`config.mk`:
```
export PLATFORM = sky130hd
export DESIGN_NAME = tree_cmd_front
export DESIGN_NICKNAME = d
export VERILOG_FILES = /design/src/rtl/tree_pkg.sv /design/src/rtl/btn_debounce.sv /design/src/rtl/tree_cmd_front.sv
export SDC_FILE = /design/constraint.sdc
export NUM_CORES = 1
export LEC_CHECK = 0
export CAP_MARGIN = 20
export CELL_PAD_IN_SITES_DETAIL_PLACEMENT = 1
export CELL_PAD_IN_SITES_GLOBAL_PLACEMENT = 1
export CORE_MARGIN = 4
export CORE_UTILIZATION = 52
export CTS_BUF_LIST = sky130_fd_sc_hd__clkbuf_8
export CTS_CLUSTER_DIAMETER = 80
export DETAILED_ROUTE_END_ITERATION = 6
export PLACE_DENSITY = 0.84
export SYNTH_ARGS = -nofsm -noshare
export SYNTH_HDL_FRONTEND = slang
export SYNTH_SLANG_ARGS = --single-unit
export TNS_END_PERCENT = 30
```
`constraint.sdc`:
```
create_clock -name clk -period 3.7 [get_ports clk]
set_clock_uncertainty 0.05 [all_clocks]
set_input_delay 0.74 -clock clk [delete_from_list [all_inputs] [get_ports clk]]
set_output_delay 0.74 -clock clk [all_outputs]
set_load 0.05 [all_outputs]
```
`src/rtl/tree_pkg.sv`:
```
// Shared definitions for the binary-search-tree block and its command front end.
package tree_pkg;

    localparam int unsigned KEY_W = 4;
    localparam int unsigned ERR_W = 2;

    typedef logic [ERR_W-1:0] err_t;

    localparam err_t ERR_OK    = 2'b00;
    localparam err_t ERR_EMPTY = 2'b01;
    localparam err_t ERR_FULL  = 2'b10;
    localparam err_t ERR_BOTH  = 2'b11;

    // Insert with this key means clear-all in the tree.
    localparam logic [KEY_W-1:0] CLEAR_KEY = '0;

    typedef enum logic [1:0] {
        ST_IDLE    = 2'b00,
        ST_ISSUE_F = 2'b01,
        ST_ISSUE_I = 2'b10,
        ST_RELEASE = 2'b11
    } state_t;

endpackage

```
`src/rtl/btn_debounce.sv`:
```
// Debouncer: output follows the input only after it has differed for DEBOUNCE_CYCLES consecutive cycles.
module btn_debounce #(
    parameter int unsigned DEBOUNCE_CYCLES = 1_000_000
) (
    input  logic clk,
    input  logic rst,
    input  logic din,
    output logic dout
);

    localparam int unsigned CNT_W = $clog2(DEBOUNCE_CYCLES + 1);
    localparam logic [CNT_W-1:0] CNT_LAST = CNT_W'(DEBOUNCE_CYCLES - 1);

    logic [CNT_W-1:0] cnt;

    // Count consecutive disagreeing cycles; flip the state on the last one.
    always_ff @(posedge clk or posedge rst) begin
        if (rst) begin
            cnt  <= '0;
            dout <= 1'b0;
        end else if (din == dout) begin
            cnt <= '0;
        end else if (cnt == CNT_LAST) begin
            dout <= din;
            cnt  <= '0;
        end else begin
            cnt <= cnt + CNT_W'(1);
        end
    end

endmodule

```
`src/rtl/tree_cmd_front.sv`:
```
// Button/switch front end: turns each debounced press into one screened find/insert/clear strobe.
module tree_cmd_front
    import tree_pkg::*;
#(
    parameter int unsigned DEBOUNCE_CYCLES = 1_000_000,
    parameter int unsigned SYNC_STAGES     = 2
) (
    input  logic             clk,
    input  logic             rst,
    input  logic             btn_find,
    input  logic             btn_insert,
    input  logic [KEY_W-1:0] sw,
    input  logic             buf_empty,
    input  logic             buf_full,
    input  logic             tree_ready,
    output logic             k0,
    output logic             k1,
    output logic [KEY_W-1:0] key,
    output logic             busy,
    output logic [ERR_W-1:0] err_code
);

    logic [SYNC_STAGES-1:0] find_sync;
    logic [SYNC_STAGES-1:0] ins_sync;
    logic [KEY_W-1:0]       sw_sync [SYNC_STAGES];

    logic   find_db, ins_db;
    logic   find_q, ins_q;
    logic   find_ev, ins_ev;
    state_t state;

    // Synchronise the asynchronous buttons and switches.
    always_ff @(posedge clk or posedge rst) begin
        if (rst) begin
            find_sync <= '0;
            ins_sync  <= '0;
            for (int i = 0; i < int'(SYNC_STAGES); i++) sw_sync[i] <= '0;
        end else begin
            find_sync  <= {find_sync[SYNC_STAGES-2:0], btn_find};
            ins_sync   <= {ins_sync[SYNC_STAGES-2:0], btn_insert};
            sw_sync[0] <= sw;
            for (int i = 1; i < int'(SYNC_STAGES); i++) sw_sync[i] <= sw_sync[i-1];
        end
    end

    btn_debounce #(.DEBOUNCE_CYCLES(DEBOUNCE_CYCLES)) u_db_find (
        .clk  (clk),
        .rst  (rst),
        .din  (find_sync[SYNC_STAGES-1]),
        .dout (find_db)
    );

    btn_debounce #(.DEBOUNCE_CYCLES(DEBOUNCE_CYCLES)) u_db_insert (
        .clk  (clk),
        .rst  (rst),
        .din  (ins_sync[SYNC_STAGES-1]),
        .dout (ins_db)
    );

    // Registered rising-edge detect: one-cycle press events.
    always_ff @(posedge clk or posedge rst) begin
        if (rst) begin
            find_q  <= 1'b0;
            ins_q   <= 1'b0;
            find_ev <= 1'b0;
            ins_ev  <= 1'b0;
        end else begin
            find_q  <= find_db;
            ins_q   <= ins_db;
            find_ev <= find_db & ~find_q;
            ins_ev  <= ins_db & ~ins_q;
        end
    end

    // Command FSM; strobes, key, busy and err_code are all registered here.
    always_ff @(posedge clk or posedge rst) begin
        if (rst) begin
            state    <= ST_IDLE;
            k0       <= 1'b0;
            k1       <= 1'b0;
            key      <= '0;
            busy     <= 1'b0;
            err_code <= ERR_OK;
        end else begin
            unique case (state)
                ST_IDLE: begin
                    if (find_ev && ins_ev) begin
                        err_code <= ERR_BOTH;
                        state    <= ST_RELEASE;
                        busy     <= 1'b1;
                    end else if (find_ev) begin
                        busy <= 1'b1;
                        if (buf_empty) begin
                            err_code <= ERR_EMPTY;
                            state    <= ST_RELEASE;
                        end else begin
                            err_code <= ERR_OK;
                            key      <= sw_sync[SYNC_STAGES-1];
                            k0       <= 1'b1;
                            state    <= ST_ISSUE_F;
                        end
                    end else if (ins_ev) begin
                        busy <= 1'b1;
                        if (sw_sync[SYNC_STAGES-1] == CLEAR_KEY) begin
                            err_code <= ERR_OK;
                            key      <= CLEAR_KEY;
                            k1       <= 1'b1;
                            state    <= ST_ISSUE_I;
                        end else if (buf_full) begin
                            err_code <= ERR_FULL;
                            state    <= ST_RELEASE;
                        end else begin
                            err_code <= ERR_OK;
                            key      <= sw_sync[SYNC_STAGES-1];
                            k1       <= 1'b1;
                            state    <= ST_ISSUE_I;
                        end
                    end
                end
                ST_ISSUE_F, ST_ISSUE_I: begin
                    if (tree_ready) begin
                        k0    <= 1'b0;
                        k1    <= 1'b0;
                        state <= ST_RELEASE;
                    end
                end
                ST_RELEASE: begin
                    if (!find_db && !ins_db) begin
                        busy  <= 1'b0;
                        state <= ST_IDLE;
                    end
                end
                default: begin
                    k0    <= 1'b0;
                    k1    <= 1'b0;
                    busy  <= 1'b0;
                    state <= ST_IDLE;
                end
            endcase
        end
    end

endmodule

```
==> results of run 1 <==
==> routing by layer <==
layer | vias to the layer above | routed length (microns) | GRT usage (%)
li1 | 1121 | - | -
met1 | 1234 | 3230 | 28.1
met2 | 38 | 3800 | 38.6
met3 | 13 | 173 | 4.03
met4 | 0 | 134 | 8.20
met5 | - | 0 | 0
==> through the flow <==
| stage | total power [W] | area, sq um | hold slack [ns] | cells | util [%] |
|---|---|---|---|---|---|
| 2_1_floorplan | 0.000978 | 3140 | 0.281 | 299 | - |
| 3_3_place_gp | 0.00104 | 3420 | 0.282 | 387 | 58.0 |
| 3_5_place_dp | 0.00106 | 3420 | 0.286 | 387 | 58.0 |
| 4_1_cts | 0.00160 | 3590 | 0.302 | 403 | 60.9 |
| 5_1_grt | 0.00166 | 3590 | 0.305 | 403 | 60.9 |
| 6_report | 0.00158 | 3590 | 0.299 | 403 | 60.9 |
==> registers in the layout (all words and copies together) (netlist names) <==
register,cells
ins_q,1
key,4
state,2
ins_ev,1
err_code,2
u_db_insert.dout,1
find_q,1
sw_sync,8
u_db_insert.cnt,20
find_sync,2
u_db_find.cnt,20
ins_sync,2
k1,1
k0,1
busy,1
find_ev,1
u_db_find.dout,1
==> synthesized netlist by cell type (all sizes together) (2+ instances only) <==
library cell / n
nor4: 8
a31oi: 2
o21ai: 14
xor2: 12
mux2: 6
nand3: 17
nand4: 5
nor3: 4
clkbuf: 6
xnor2: 13
o31ai: 7
or3: 7
nor4b: 3
or4: 7
o41ai: 2
nor2b: 2
buf: 3
nor2: 29
or4b: 3
nand2: 22
inv: 12
and4: 3
and3: 5
ha: 6
a21oi: 21
dfrtp: 69
==> worst register-to-register path: cells and delay by family (launching register included) <==
kind	cells	cell delay, ns
DFF	1	0.42
AOI/OAI and AO/OA	1	0.76
and+or+nand+nor	3	0.85
==> worst max-delay path by stage <==
stage / startpoint / end / slack (ns) / cells after the start
floorplan: rst / busy / 1.17 / 1
global placement: buf_full / key[2] / 1.40 / 4
detailed placement: buf_full / key[1] / 1.34 / 4
CTS: k1 / k1 / 1.34 / 1
global route: u_db_find.cnt[2] / u_db_find.cnt[6] / 1.26 / 4
finish: k1 / k1 / 1.34 / 1
==> cell families (layout without fill, tap and decap cells) <==
group                      after synthesis  after routing  synth area share [%]
and+or+nand+nor                        119            119                  20.2
DFF                                     69             69                  55.0
AOI/OAI and AO/OA                       53             53                  10.6
xor gates and xnor gates                25             25                  6.97
buffers and inverters                   21             50                  2.71
adders and majority gates                6              6                  2.39
muxes                                    6              6                  2.15
==> area by class of cell <==
class	count	area [sq um]	share of cell area, %
timing repair buffer	22	213	5.93
sequential	69	1730	48.1
inverter	12	45.0	1.26
multi-input combinational	209	1340	37.3
clock inverter	5	20.0	0.558
tap	75	93.8	2.62
clock buffer	11	151	4.22
==> power groups by stage <==
stage	logic (W)	clock network, W	registers [W]
finish	0.000240	0.000535	0.000807
global route	0.000266	0.000583	0.000811
CTS	0.000240	0.000549	0.000807
detailed placement	0.000237	0	0.000821
global placement	0.000221	0	0.000819
floorplan	0.000145	0	0.000833
==> out/results.ini, run 1 <==
[run_status]
status = complete, no violations

[clock_network]
clockRootBuffer = clkbuf_8
cts_made_buffers = 9
ctsHtreeMaxLevel = 3
hold_buffers = 0
post_cts_buffers = 0
cts_buffer_depth = 2
cts_tree = built
cts_sinks = 69
clkLatencyLatePin_ns = 0.34
path_clk_slew_ns = 0.07
ctsResizeCount = 0

[pwr]
power_frac_seq_pct = 51.0
switching_share_pct = 27.6
combPwrFrac_pct = 15.2
intPower_w = 0.00115
peakVddDrop_v = 0.000262
p_leak_nw = 1.50
switchingPower_w = 0.000437
clockPowerShare_pct = 33.8
powerDensity_nw_per_um2 = 441

[synth]
yosysWarningCount = 0
synth_area_leaders = dfrtp_1 55%, xnor2_1 3.6%, nor2_1 3.5%
synth_edf_count = 0
syn-num-nets = 316
yosysTopAreaCell = dfrtp_1
ys_types = 41
ys_ff_latch = 69
synthesis.area_sq_um = 3140
synth-main-ff-cell = dfrtp_1
netlist_instances = 299
syn_area_per_cell_sq_um = 10.5
async_reset_ff_share_pct = 100
yosysSeqAreaShare_pct = 55.0
synth_top_area_share_pct = 55.0

[final_layout]
num-fill-cells = 649
layout.nets = 340
syn2layout_area_growth_pct = 14.2
layout-drive-gt1-share_pct = 8.23
antenna-diode-count = 0
mostFrequentLayoutCells = 69 x dfrtp_1, 29 x nor2_1, 22 x nand2_1, 20 x a21oi_1, 19 x clkdlybuf4s50_1
layout_commonest_cell = dfrtp_1

[worst_setup_path]
path_cells = clkdlybuf4s50_1
reg2reg_slack_ns = 1.46
crit_slowest_cell = clkdlybuf4s50_1
r2r_end = u_db_find.cnt[6]
cp.required_ns = 2.91
endpoint_kind = primary output
r2r_start = u_db_find.cnt[16]
worst_ep_arrival_time_ns = 1.57
worstPathMaxFanout = 3
path_buf_inv = 1
cpPeakStageDelay_ns = 0.82
path_delay_family = buffers and inverters
crit_path_start_kind = register
reg2reg_depth = 4
path_class = register to primary output

[timing]
fmax_mhz = 424
rsz0062_at_grt = false
fin_setup_tns_ns = 0
setup_slack_ns = 1.34
post-route-period-util_pct = 63.7
hold_viol = 0
slew_headroom_pct = 42.7
tightest_slew_ns = 0.848
maxSlewViolCount = 0
fin_crit_ns = 2.36
setup_viol_count_final = 0

[floorplanning]
die_area_sq_um = 7350
fp-row-count = 28
ios = 20
fp.dieH_microns = 85.7
core_sq_um = 5890
initial_core_util_pct = 53.4
dieWidth_microns = 85.7

[placed_design]
place_ws_ns = 1.34
gp_congestion = 0.760
portBuffers = 19
dp_hpwl_mm = 5.21

[drt]
wl_per_cell_microns = 18.2
drc = 0
drtAntennaViolNets = 0
drt-total-wl_mm = 7.34
num_vias = 2406
dr.pass1.iters = 4
routed_via_density = 5.97
drtIter0Drc = 133

[flow_run]
cap_violations = 0

[hold_path]
hold_end = sw_sync[2]
min_path_type = register to register
hold_depth = 0
hp-start = sw_sync[6]

[grt]
grt_usage_pct = 22.4
grt_pass1_vias = 2631
grt_overflow = 0
grt_pass1_wl_mm = 13.0
antenna_found_initial = 0
grt_max_degree = 32

No activity file was read; power rests on OpenSTA's default activity.
==> run 2, diff against run 1 <==
Settings changed: CORE_UTILIZATION 52 to 49, PLACE_DENSITY 0.84 to 0.79.
Clock period 3.7 ns to 2.4 ns, I/O delays scaled along.
==> run 2 against run 1 <==
Clock power is 87% higher. Combinational power is 47% higher. Design area is 2.0% higher. Critical path type is now register to register. Largest power group unchanged.
==> out/results.ini, run 2 (synthesis results as in run 1) <==
[timing]
rsz0062_at_grt = false
tightest_slew_ns = 0.836  ; -0.0123 ns
post-route-period-util_pct = 87.7
hold_viol = 0  ; unchanged
slew_headroom_pct = 43.5  ; +0.83 points
setup_slack_ns = 0.295  ; -1.05 ns
setup_viol_count_final = 0  ; unchanged
fin_setup_tns_ns = 0  ; unchanged
fmax_mhz = 475
fin_crit_ns = 2.11
maxSlewViolCount = 0  ; unchanged

[clock_network]
clockRootBuffer = clkbuf_8
cts_sinks = 69  ; unchanged
cts_tree = built
post_cts_buffers = 0  ; unchanged
path_clk_slew_ns = 0.07  ; about the same
hold_buffers = 0  ; unchanged
ctsResizeCount = 0  ; unchanged
cts_buffer_depth = 2  ; unchanged
clkLatencyLatePin_ns = 0.34  ; about the same
cts_made_buffers = 9  ; unchanged
ctsHtreeMaxLevel = 3  ; unchanged

[grt]
globalRouteMet1Util_pct = 25.4  ; -2.7 points
grt_usage_pct = 20.2  ; -2.2 points
antenna_found_initial = 0  ; unchanged
use_met2_pct = 34.3  ; -4.2 points
grt-busiest-layer = met2
grt_overflow = 0  ; unchanged
grt_pass1_wl_mm = 12.0  ; -7.4%
grt_pass1_vias = 2519  ; -4.3%
use_met3_pct = 3.10  ; -0.93 points
grt_max_degree = 47  ; +47%

[pwr]
p_leak_nw = 1.53  ; +2.2%
peakVddDrop_v = 0.000455  ; +73%
powerDensity_nw_per_um2 = 708  ; +60%

[final_layout]
mostFrequentLayoutCells = 69 x dfrtp_1, 29 x nor2_1, 22 x nand2_1, 20 x a21oi_1, 19 x clkdlybuf4s50_1
top_regs = u_db_find.cnt: 20 flops, u_db_insert.cnt: 20 flops, sw_sync: 8 flops
layout.nets = 345  ; +1.5%
layout_commonest_cell = dfrtp_1
syn2layout_area_growth_pct = 16.5
antenna-diode-count = 0  ; unchanged
multi_input_area_sq_um = 1340  ; unchanged
num-fill-cells = 670  ; +3.2%
seq_area_sq_um = 1730  ; unchanged
layout-drive-gt1-share_pct = 10.2  ; +2.0 points
layout.cells.non_filler = 408  ; +1.2%
fin_util_pct = 60.4  ; -0.56 points

[floorplanning]
core_sq_um = 6060  ; +3.0%
fp.dieH_microns = 88.1  ; +2.7%
dieWidth_microns = 88.1  ; +2.7%
ios = 20  ; unchanged
die_area_sq_um = 7760  ; +5.5%
initial_core_util_pct = 51.8  ; -1.5 points
fp-row-count = 28  ; unchanged

[worst_setup_path]
path_class = register to register
cpPeakStageDelay_ns = 0.67  ; -0.15 ns
worst_ep_arrival_time_ns = 2.33  ; +0.76 ns
endpoint_kind = register
crit_slowest_cell = or4_1
cp.required_ns = 2.62  ; -0.29 ns
path_cells = nand4_1 > or4_1 > or4b_4 > a21oi_2
worstPathMaxFanout = 8  ; +5
crit_path_start_kind = register

[flow_run]
cap_violations = 0  ; unchanged

[drt]
drc = 0  ; unchanged
wl_per_cell_microns = 17.0  ; -6.7%
routed_via_density = 5.91  ; -1.0%
drtIter0Drc = 67  ; -50%
drtAntennaViolNets = 0  ; unchanged
drt-total-wl_mm = 6.93  ; -5.5%
num_vias = 2411  ; +0.21%
dr.pass1.iters = 4  ; unchanged

[placed_design]
place_ws_ns = 0.295  ; -1.05 ns
gp_congestion = 0.830  ; +9.3%
portBuffers = 19  ; unchanged
dp_hpwl_mm = 4.86  ; -6.6%
dp_cells = 392  ; +1.3%

[run_status]
status = complete, no violations

[hold_path]
min_path_type = register to register

run 2: final cells by class:
type	instances	share of cell area, %
multi-input cells	209	36.5
flip-flops and latches	69	47.2
clock inverters	7	2.26
clock buffers	9	3.38
repair buffers	27	6.84
well taps	75	2.56
inverters	12	1.23
run 2: per-layer routing:
layer  routed length [microns]  part of all wire, %
met5                         0                    0
met2                      3440                   50
met1                      3130                   45
met4                       173                  2.5
met3                       183                  2.6
run 2: power by group:
group / switching, W / total, W / internal [W]
combinational: 0.000208 / 0.000352 / 0.000143
clock: 0.000426 / 0.000998 / 0.000572
sequential: 0.0000324 / 0.00124 / 0.00121
total: 0.000667 / 0.00259 / 0.00192
run 2: critical path: cells and delay by family (launching register included):
| kind | cells | cell delay (ns) |
|---|---|---|
| and+or+nand+nor | 3 | 1.39 |
| DFF | 1 | 0.46 |
| AOI/OAI and AO/OA | 1 | 0.15 |
run 2: final timing paths:
| check | depth (start not counted) | slack [ns] | to | from |
|---|---|---|---|---|
| min reg2reg | 0 | 0.30 | sw_sync[1] | sw_sync[5] |
| min | 0 | 0.30 | sw_sync[1] | sw_sync[5] |
| max in group asynchronous | 3 | 1.32 | u_db_find.cnt[1] | rst |
| max | 4 | 0.29 | u_db_find.cnt[17] | u_db_find.cnt[8] |
| max reg2reg | 4 | 0.29 | u_db_find.cnt[17] | u_db_find.cnt[8] |
| min in group asynchronous | 3 | 0.46 | err_code[0] | rst |
run 2: through the flow:
stage               area, sq um  hold WS, ns  total power (W)
finish                     3660        0.300          0.00259
floorplan                  3140        0.281          0.00151
CTS                        3660        0.303          0.00262
detailed placement         3450        0.286          0.00162
global placement           3450        0.284          0.00160
global route               3660        0.312          0.00273
==> run 3, diff against run 2 <==
Settings changed: HOLD_SLACK_MARGIN set to 0.03.
==> results of run 3 <==
Same layout as run 2: the final DEF is identical, and so are final timing and power.
